## config.mk

```make
export PLATFORM = sky130hd
export DESIGN_NAME = shift_add_mul8_flat
export DESIGN_NICKNAME = d
export VERILOG_FILES = /design/src/rtl/shift_add_mul8_if.sv /design/src/rtl/shift_add_mul8.sv /design/src/flat_wrapper.sv
export SDC_FILE = /design/constraint.sdc
export NUM_CORES = 1
export LEC_CHECK = 0
export CAP_MARGIN = 5
export CORE_MARGIN = 3
export CORE_UTILIZATION = 65
export CTS_CLUSTER_SIZE = 30
export DETAILED_ROUTE_END_ITERATION = 6
export DONT_BUFFER_PORTS = 1
export PLACE_DENSITY = 0.81
export REMOVE_ABC_BUFFERS = 1
export SETUP_SLACK_MARGIN = 0.1
export SYNTH_ARGS = -nofsm -noshare
export SYNTH_HDL_FRONTEND = slang
export SYNTH_SLANG_ARGS = --single-unit
```

## constraint.sdc

```tcl
create_clock -name clk -period 5.7 [get_ports clk]
set_input_delay 1.14 -clock clk [delete_from_list [all_inputs] [get_ports clk]]
set_output_delay 1.14 -clock clk [all_outputs]
set_load 0.005 [all_outputs]
```

## src/rtl/shift_add_mul8_if.sv

```systemverilog
// Operand/result bundle for the 8x8 shift-add multiplier.
// The operand source drives start/a/b; the multiplier drives the rest.
interface shift_add_mul8_if #(
  parameter int WIDTH = 8
);
  logic                     start;
  logic [WIDTH-1:0]         a;
  logic [WIDTH-1:0]         b;
  logic [2*WIDTH-1:0]       product;
  logic                     done;
  logic                     busy;
  logic                     valid;
  logic [$clog2(WIDTH)-1:0] step;

  modport master (
    output start, a, b,
    input  product, done, busy, valid, step
  );

  modport slave (
    input  start, a, b,
    output product, done, busy, valid, step
  );
endinterface

```

## src/rtl/shift_add_mul8.sv

```systemverilog
// Sequential unsigned shift-add multiplier: WIDTH accumulate cycles
// plus one settle cycle, driving a downstream capture register.
module shift_add_mul8 #(
  parameter int WIDTH = 8
) (
  input  logic            clk,
  input  logic            rst,
  shift_add_mul8_if.slave bus
);
  localparam int SW = $clog2(WIDTH);
  localparam int PW = 2 * WIDTH;

  typedef enum logic [1:0] {
    IDLE,
    RUN,
    LAST
  } state_t;

  state_t          state_q, state_d;
  logic [PW-1:0]   mcand_q, mcand_d;
  logic [WIDTH-1:0] mplier_q, mplier_d;
  logic [PW-1:0]   product_q, product_d;
  logic [SW-1:0]   step_q, step_d;
  logic            done_q, done_d;
  logic            busy_q, busy_d;
  logic            valid_q, valid_d;

  always_ff @(posedge clk or negedge rst) begin
    if (!rst) begin
      state_q   <= IDLE;
      mcand_q   <= '0;
      mplier_q  <= '0;
      product_q <= '0;
      step_q    <= '0;
      done_q    <= 1'b1;
      busy_q    <= 1'b0;
      valid_q   <= 1'b0;
    end else begin
      state_q   <= state_d;
      mcand_q   <= mcand_d;
      mplier_q  <= mplier_d;
      product_q <= product_d;
      step_q    <= step_d;
      done_q    <= done_d;
      busy_q    <= busy_d;
      valid_q   <= valid_d;
    end
  end

  always_comb begin
    state_d   = state_q;
    mcand_d   = mcand_q;
    mplier_d  = mplier_q;
    product_d = product_q;
    step_d    = step_q;
    done_d    = done_q;
    busy_d    = busy_q;
    valid_d   = 1'b0;
    unique case (state_q)
      IDLE: begin
        if (bus.start) begin
          mcand_d   = {{WIDTH{1'b0}}, bus.a};
          mplier_d  = bus.b;
          product_d = '0;
          step_d    = '0;
          done_d    = 1'b0;
          busy_d    = 1'b1;
          state_d   = RUN;
        end
      end
      RUN: begin
        if (mplier_q[0]) begin
          product_d = product_q + mcand_q;
        end
        mcand_d  = mcand_q << 1;
        mplier_d = mplier_q >> 1;
        step_d   = step_q + SW'(1);
        // Fixed iteration count: no early exit on a zero multiplier.
        if (step_q == SW'(WIDTH - 1)) begin
          step_d  = '0;
          state_d = LAST;
        end
      end
      LAST: begin
        done_d  = 1'b1;
        busy_d  = 1'b0;
        valid_d = 1'b1;
        state_d = IDLE;
      end
      default: begin
        state_d = IDLE;
      end
    endcase
  end

  assign bus.product = product_q;
  assign bus.done    = done_q;
  assign bus.busy    = busy_q;
  assign bus.valid   = valid_q;
  assign bus.step    = step_q;
endmodule

```

## src/flat_wrapper.sv

```systemverilog
// flat-port wrapper written by rule: the top's interface ports become plain ports
module shift_add_mul8_flat 
#(
  parameter int WIDTH = 8
)
  (clk, rst, bus_start, bus_a, bus_b, bus_product, bus_done, bus_busy, bus_valid, bus_step);
  shift_add_mul8_if #(.WIDTH(WIDTH)) bus_i ();
  input  logic clk;
  input  logic rst;
  input wire logic [$bits(bus_i.start)-1:0] bus_start;
  input wire logic [$bits(bus_i.a)-1:0] bus_a;
  input wire logic [$bits(bus_i.b)-1:0] bus_b;
  output wire logic [$bits(bus_i.product)-1:0] bus_product;
  output wire logic [$bits(bus_i.done)-1:0] bus_done;
  output wire logic [$bits(bus_i.busy)-1:0] bus_busy;
  output wire logic [$bits(bus_i.valid)-1:0] bus_valid;
  output wire logic [$bits(bus_i.step)-1:0] bus_step;
  assign bus_i.start = bus_start;
  assign bus_i.a = bus_a;
  assign bus_i.b = bus_b;
  assign bus_product = bus_i.product;
  assign bus_done = bus_i.done;
  assign bus_busy = bus_i.busy;
  assign bus_valid = bus_i.valid;
  assign bus_step = bus_i.step;
  shift_add_mul8 #(.WIDTH(WIDTH)) u_core (.clk(clk), .rst(rst), .bus(bus_i));
endmodule
```

Word level (Yosys, flattened, before mapping)
Cells that the tools add are included.
{ "classes": {"n_addsub": 2, "n_mul": 0, "n_div": 0, "order_cmp": 0, "eq_ne": 6, "shifts": 0, "mux": 18, "bitwise_logic": 0, "reduce_logical": 7} }
{ "ops": {"columns": ["operator", "n"], "rows": [
  ["$pmux 16 s2", 2],
  ["$mux 16", 3],
  ["$add 16x16->16", 1],
  ["$pmux 8 s2", 1],
  ["$mux 8", 1],
  ["$mux 3", 2],
  ["$pmux 3 s2", 1],
  ["$reduce_and 2->1", 3],
  ["$mux 2", 2],
  ["$ne 2x1->1 const B", 2],
  ["$pmux 1 s2", 2],
  ["$pmux 2 s2", 1],
  ["$reduce_bool 2->1", 2],
  ["$add 3x1->3 const B", 1],
  ["$eq 3x3->1 const B", 1],
  ["$mux 1", 3],
  ["$reduce_and 3->1", 1],
  ["$eq 2x1->1 const B", 1],
  ["$eq 2x2->1 const B", 1],
  ["$logic_not 2->1", 1],
  ["$ne 2x2->1 const B", 1]
]} }
{ "word_totals": {"register_bits": 48, "latch_bits": 0, "mem_bits_rw": 0, "romBits": 0, "input_bits": 19, "output_inout_bits": 22, "word_cells": 41, "n_memories": 0} }

Logic depth before layout (Yosys ltp)
{ "logic_depth": {"depth_word": 3, "depth_mapped": 9, "depth_no_buf": 9} }

Least setup slack after synthesis
No wires, ideal clock.
{ "synth_timing": {"path_type": "input -> register", "from": "input bus_start", "to": "register u_core.product_q[11], in the netlist u_core.bus.product[11]", "setup_time_ps": 127, "t_arrival_ps": 1957, "required_ps": 5573, "slack_ps": 3615, "stages": 6, "n_path_buf": 1, "cell_sequence": "nand2b_1 > nor2_1 > a21oi_1 > buf_2 > nand2_1 > o21ai_0"} }
{ "synth_between": {"elab_chain_len": 2} }
{ "synth_lines": {"columns": ["item", "line", "rtl"], "rows": [
  ["start: declaration", "flat_wrapper.sv:10", "input wire logic [$bits(bus_i.start)-1:0] bus_start;"],
  ["$ne 2x2->1 (no line)", null, null],
  ["$reduce_and 3->1 (no line)", null, null],
  ["end signal: assignment", "shift_add_mul8.sv:42", "product_q <= product_d;"],
  ["end: declaration", "shift_add_mul8.sv:22", "logic [PW-1:0] product_q, product_d;"]
]} }
Every way passes these cells.
A chain may end at the register's enable or synchronous reset.

Worst setup path after layout
{ "layout_timing": {"from": "register u_core.product_q[0], in the netlist u_core.bus.product[0]", "to": "register u_core.product_q[12], in the netlist u_core.bus.product[12]"} }
{ "layout_between": {"elab_chain_len": 3} }
{ "layout_lines": {"columns": ["item", "line", "rtl"], "rows": [
  ["$add 16x16->16", "shift_add_mul8.sv:73", "product_d = product_q + mcand_q;"],
  ["$mux 16", "shift_add_mul8.sv:72", "if (mplier_q[0]) begin"],
  ["$pmux 16 s2", "shift_add_mul8.sv:59", "unique case (state_q)"]
]} }
Every way passes these cells. The select of a mux whose other input is x is not followed.

==> results.md <==
- Clock Path Buffers: 2
- Post-Synth Adder-Cell Area: 0.0853
- Hold Buf Count CTS: 0
- Worst reg-to-reg setup slack: 3.26 ns
- Global route overflow: 0
- Routed Antenna Nets: 0
- Fin worst setup slack: 3.26 ns
- Post_cts resized: 0
- Synth Flop Type: dfrtp_1
- Pins Over Slew Limit: 0
- DR pass1 iterations: 4
- First-pass GRT wire length: 9.27 mm
- Peak Freq: 0.409 GHz
- Worst slew margin: 0.268
- CTS tree: built
- Die area: 5010 um2
- Synth Area per Inst: 8.86 um2
- Mux share of post-synthesis cell area: 0.0147
- Buffers added on ports: 0
- Tot GR Track Use: 0.226
- Synth async-reset ratio: 1.00
- Initial detailed-routing violation count: 193
- Number of diodes: 0
- Area growth from synthesis to layout: 3.26%
- Rows: 22
- Max-cap violations: 0
- Post-synth EDFFs: 0
- Largest family of logic cells by synthesized area: simple AND/OR/NAND/NOR gates
- Vias: 2192
- Outcome: finished clean
- R2R Path End: u_core.bus.product[12]
- Worst-Skew Late Latency: 0.30 ns
- Die Y: 70.8 um
- Post-synth top area share: 0.431
- Final worst path period share: 0.429
- Area share of xor/xnor cells in the synthesized design: 0.0289
- Mapped cell area: 2730 um2
- Root Buffer Master: clkbuf_8
- Setup crit end: u_core.bus.product[12]
- Largest net degree at the start of global routing: 49
- R2R depth: 9
- Place WS: 2.97 ns
- RR Startpoint: u_core.bus.product[0]
- TNS Setup: 0 ns
- WP data arrival: 2.68 ns
- Type of origin of the critical path: register
- Fin crit period: 2.44 ns
- Wire per inst: 15.6 um
- Yosys top cell by area: dfrtp_1
- Hold Slack: 0.506 ns
- CP Capture Type: register
- Via-to-Cell Ratio: 6.21
- Slew @ Worst Pin: 1.10 ns
- P_leak: 1.34 nW
- Simple-gate share of the synthesized area: 0.205
- Compound-Gate Fraction of Synth Area: 0.188
- DRC errors left: 0
- Final Hold Viols: 0
- Top post-synthesis cells by count: nand2_1, dfrtp_1, o21ai_0
- Gpl congestion: 0.973
- CTS Sinks: 48
- Crit. Startpoint: u_core.bus.product[0]
- Post-CTS Setup Bufs: 0
- Final setup fails: 0
- Nets: 341
- Top-count cell post-synth: nand2_1
- Setup Crit Path Kind: reg2reg
- Vias in the first global route: 2042
- PD cells: 690 nW/um2
- Num CTS Buffers: 5
- Seq cells post-synth: 48
- Synth top area cells: dfrtp_1, nand2_1, ha_1
- Post-DP HPWL: 3.98 mm
- VDD IR max: 0.344 mV
- Starting density of the core: 0.708
- Unrepaired setup endpoints after global routing: no
- Register area share after synthesis: 0.441
- CP max FO: 4
- Initial antenna violation count: 0
- Worst Path Required: 5.93 ns
- Synth unique cells: 45
- Core Util, Final: 0.731
- I/O pin cnt: 41
- Core footprint: 3850 um2
- Synth warnings: 0
- Clock skew: 0.00951 ns
- Clock Pin Slew Worst Setup and Hold Paths: 0.08 ns
- Hold crit path type: reg2reg
- Layout cell share with drive strength beyond 1: 0.0459
- Synthesized instance count: 308
- Die width: 70.8 um
- Fillcell total: 306
- H-Tree Depth: 2
- Final Power: 1.94 mW
- WL final: 5.52 mm
-- kinds of logic after synthesis --
| group | after synthesis |
|---|---|
| and+or+nand+nor | 127 |
| AOI/OAI and AO/OA | 81 |
| DFF | 48 |
| buffers and inverters | 21 |
| adders and majority gates | 18 |
| xor gates and xnor gates | 9 |
| muxes | 4 |
-- critical path, cell delays in order, from the launching register on --
cell	delay, ns
dfrtp_1	0.42
ha_1	0.20
inv_1	0.06
fa_1	0.40
and2b_1	0.24
o21bai_1	0.13
a21oi_1	0.21
o21ai_0	0.15
a2111oi_0	0.42
nand3b_1	0.16
-- power by group --
group          internal (mW)  switching [mW]
Combinational          0.448           0.647
Sequential             0.511           0.146
Clock                 0.0862           0.106
Total                   1.04           0.899
-- cell type report --
type                            count  area [um2]  area share
Clock inverter                      1        5.00     0.00178
Timing Repair Buffer                3        22.5     0.00800
Clock buffer                        7        76.3      0.0271
Inverter                            7        26.3     0.00933
Multi-Input combinational cell    239        1420       0.506
Sequential cell                    48        1200       0.427
Tap cell                           48        60.1      0.0213
-- routing by layer --
metal / routed length [um] / part of all wire / vias to the layer above / track usage
met3: 256 / 0.046 / 8 / 0.0554
met4: 78 / 0.014 / 0 / 0.0689
met1: 2490 / 0.45 / 1052 / 0.284
met5: 0 / 0 / - / 0
li1: - / - / 1074 / -
met2: 2690 / 0.49 / 58 / 0.386
-- registers in the layout (all words and copies together) (netlist names) --
signal,count
u_core.bus.busy,1
u_core.bus.done,1
u_core.bus.product,16
u_core.bus.step,3
u_core.bus.valid,1
u_core.mcand_q,16
u_core.mplier_q,8
u_core.state_q,2
-- how the worst min path moves through the flow --
stage / startpoint / to / slack (ns) / cells past startpoint
2_1_floorplan: u_core.state_q[0] / u_core.bus.valid / 0.46 / 1
3_3_place_gp: u_core.state_q[0] / u_core.bus.valid / 0.48 / 1
3_5_place_dp: u_core.state_q[0] / u_core.bus.valid / 0.49 / 1
4_1_cts: u_core.state_q[0] / u_core.bus.valid / 0.50 / 1
5_1_grt: rst / u_core.mcand_q[2] / 0.51 / 0
6_report: u_core.state_q[0] / u_core.bus.valid / 0.51 / 1
-- stage by stage --
step                      cells  area, um2
final                       353       2820
after CTS                   353       2820
after detailed placement    345       2740
after floorplan             294       2650
after global placement      345       2740
after global routing        353       2820
-- placed cells by master, fill, tap and decap left out, drive strengths merged, types with 2 or more instances in the layout --
master  count
a211oi      2
a21o        8
a21oi      14
a31oi      17
and2        2
and3        2
buf         3
clkbuf      7
dfrtp      47
ha         17
inv         7
mux2i       4
nand2      72
nand2b      4
nand3       7
nand4       2
nor2       23
nor2b       2
nor3b       6
nor4        2
o21ai      25
o21bai      2
o31ai       4
xnor2       6
xor2        3
Power figures use the tool's default switching activity.
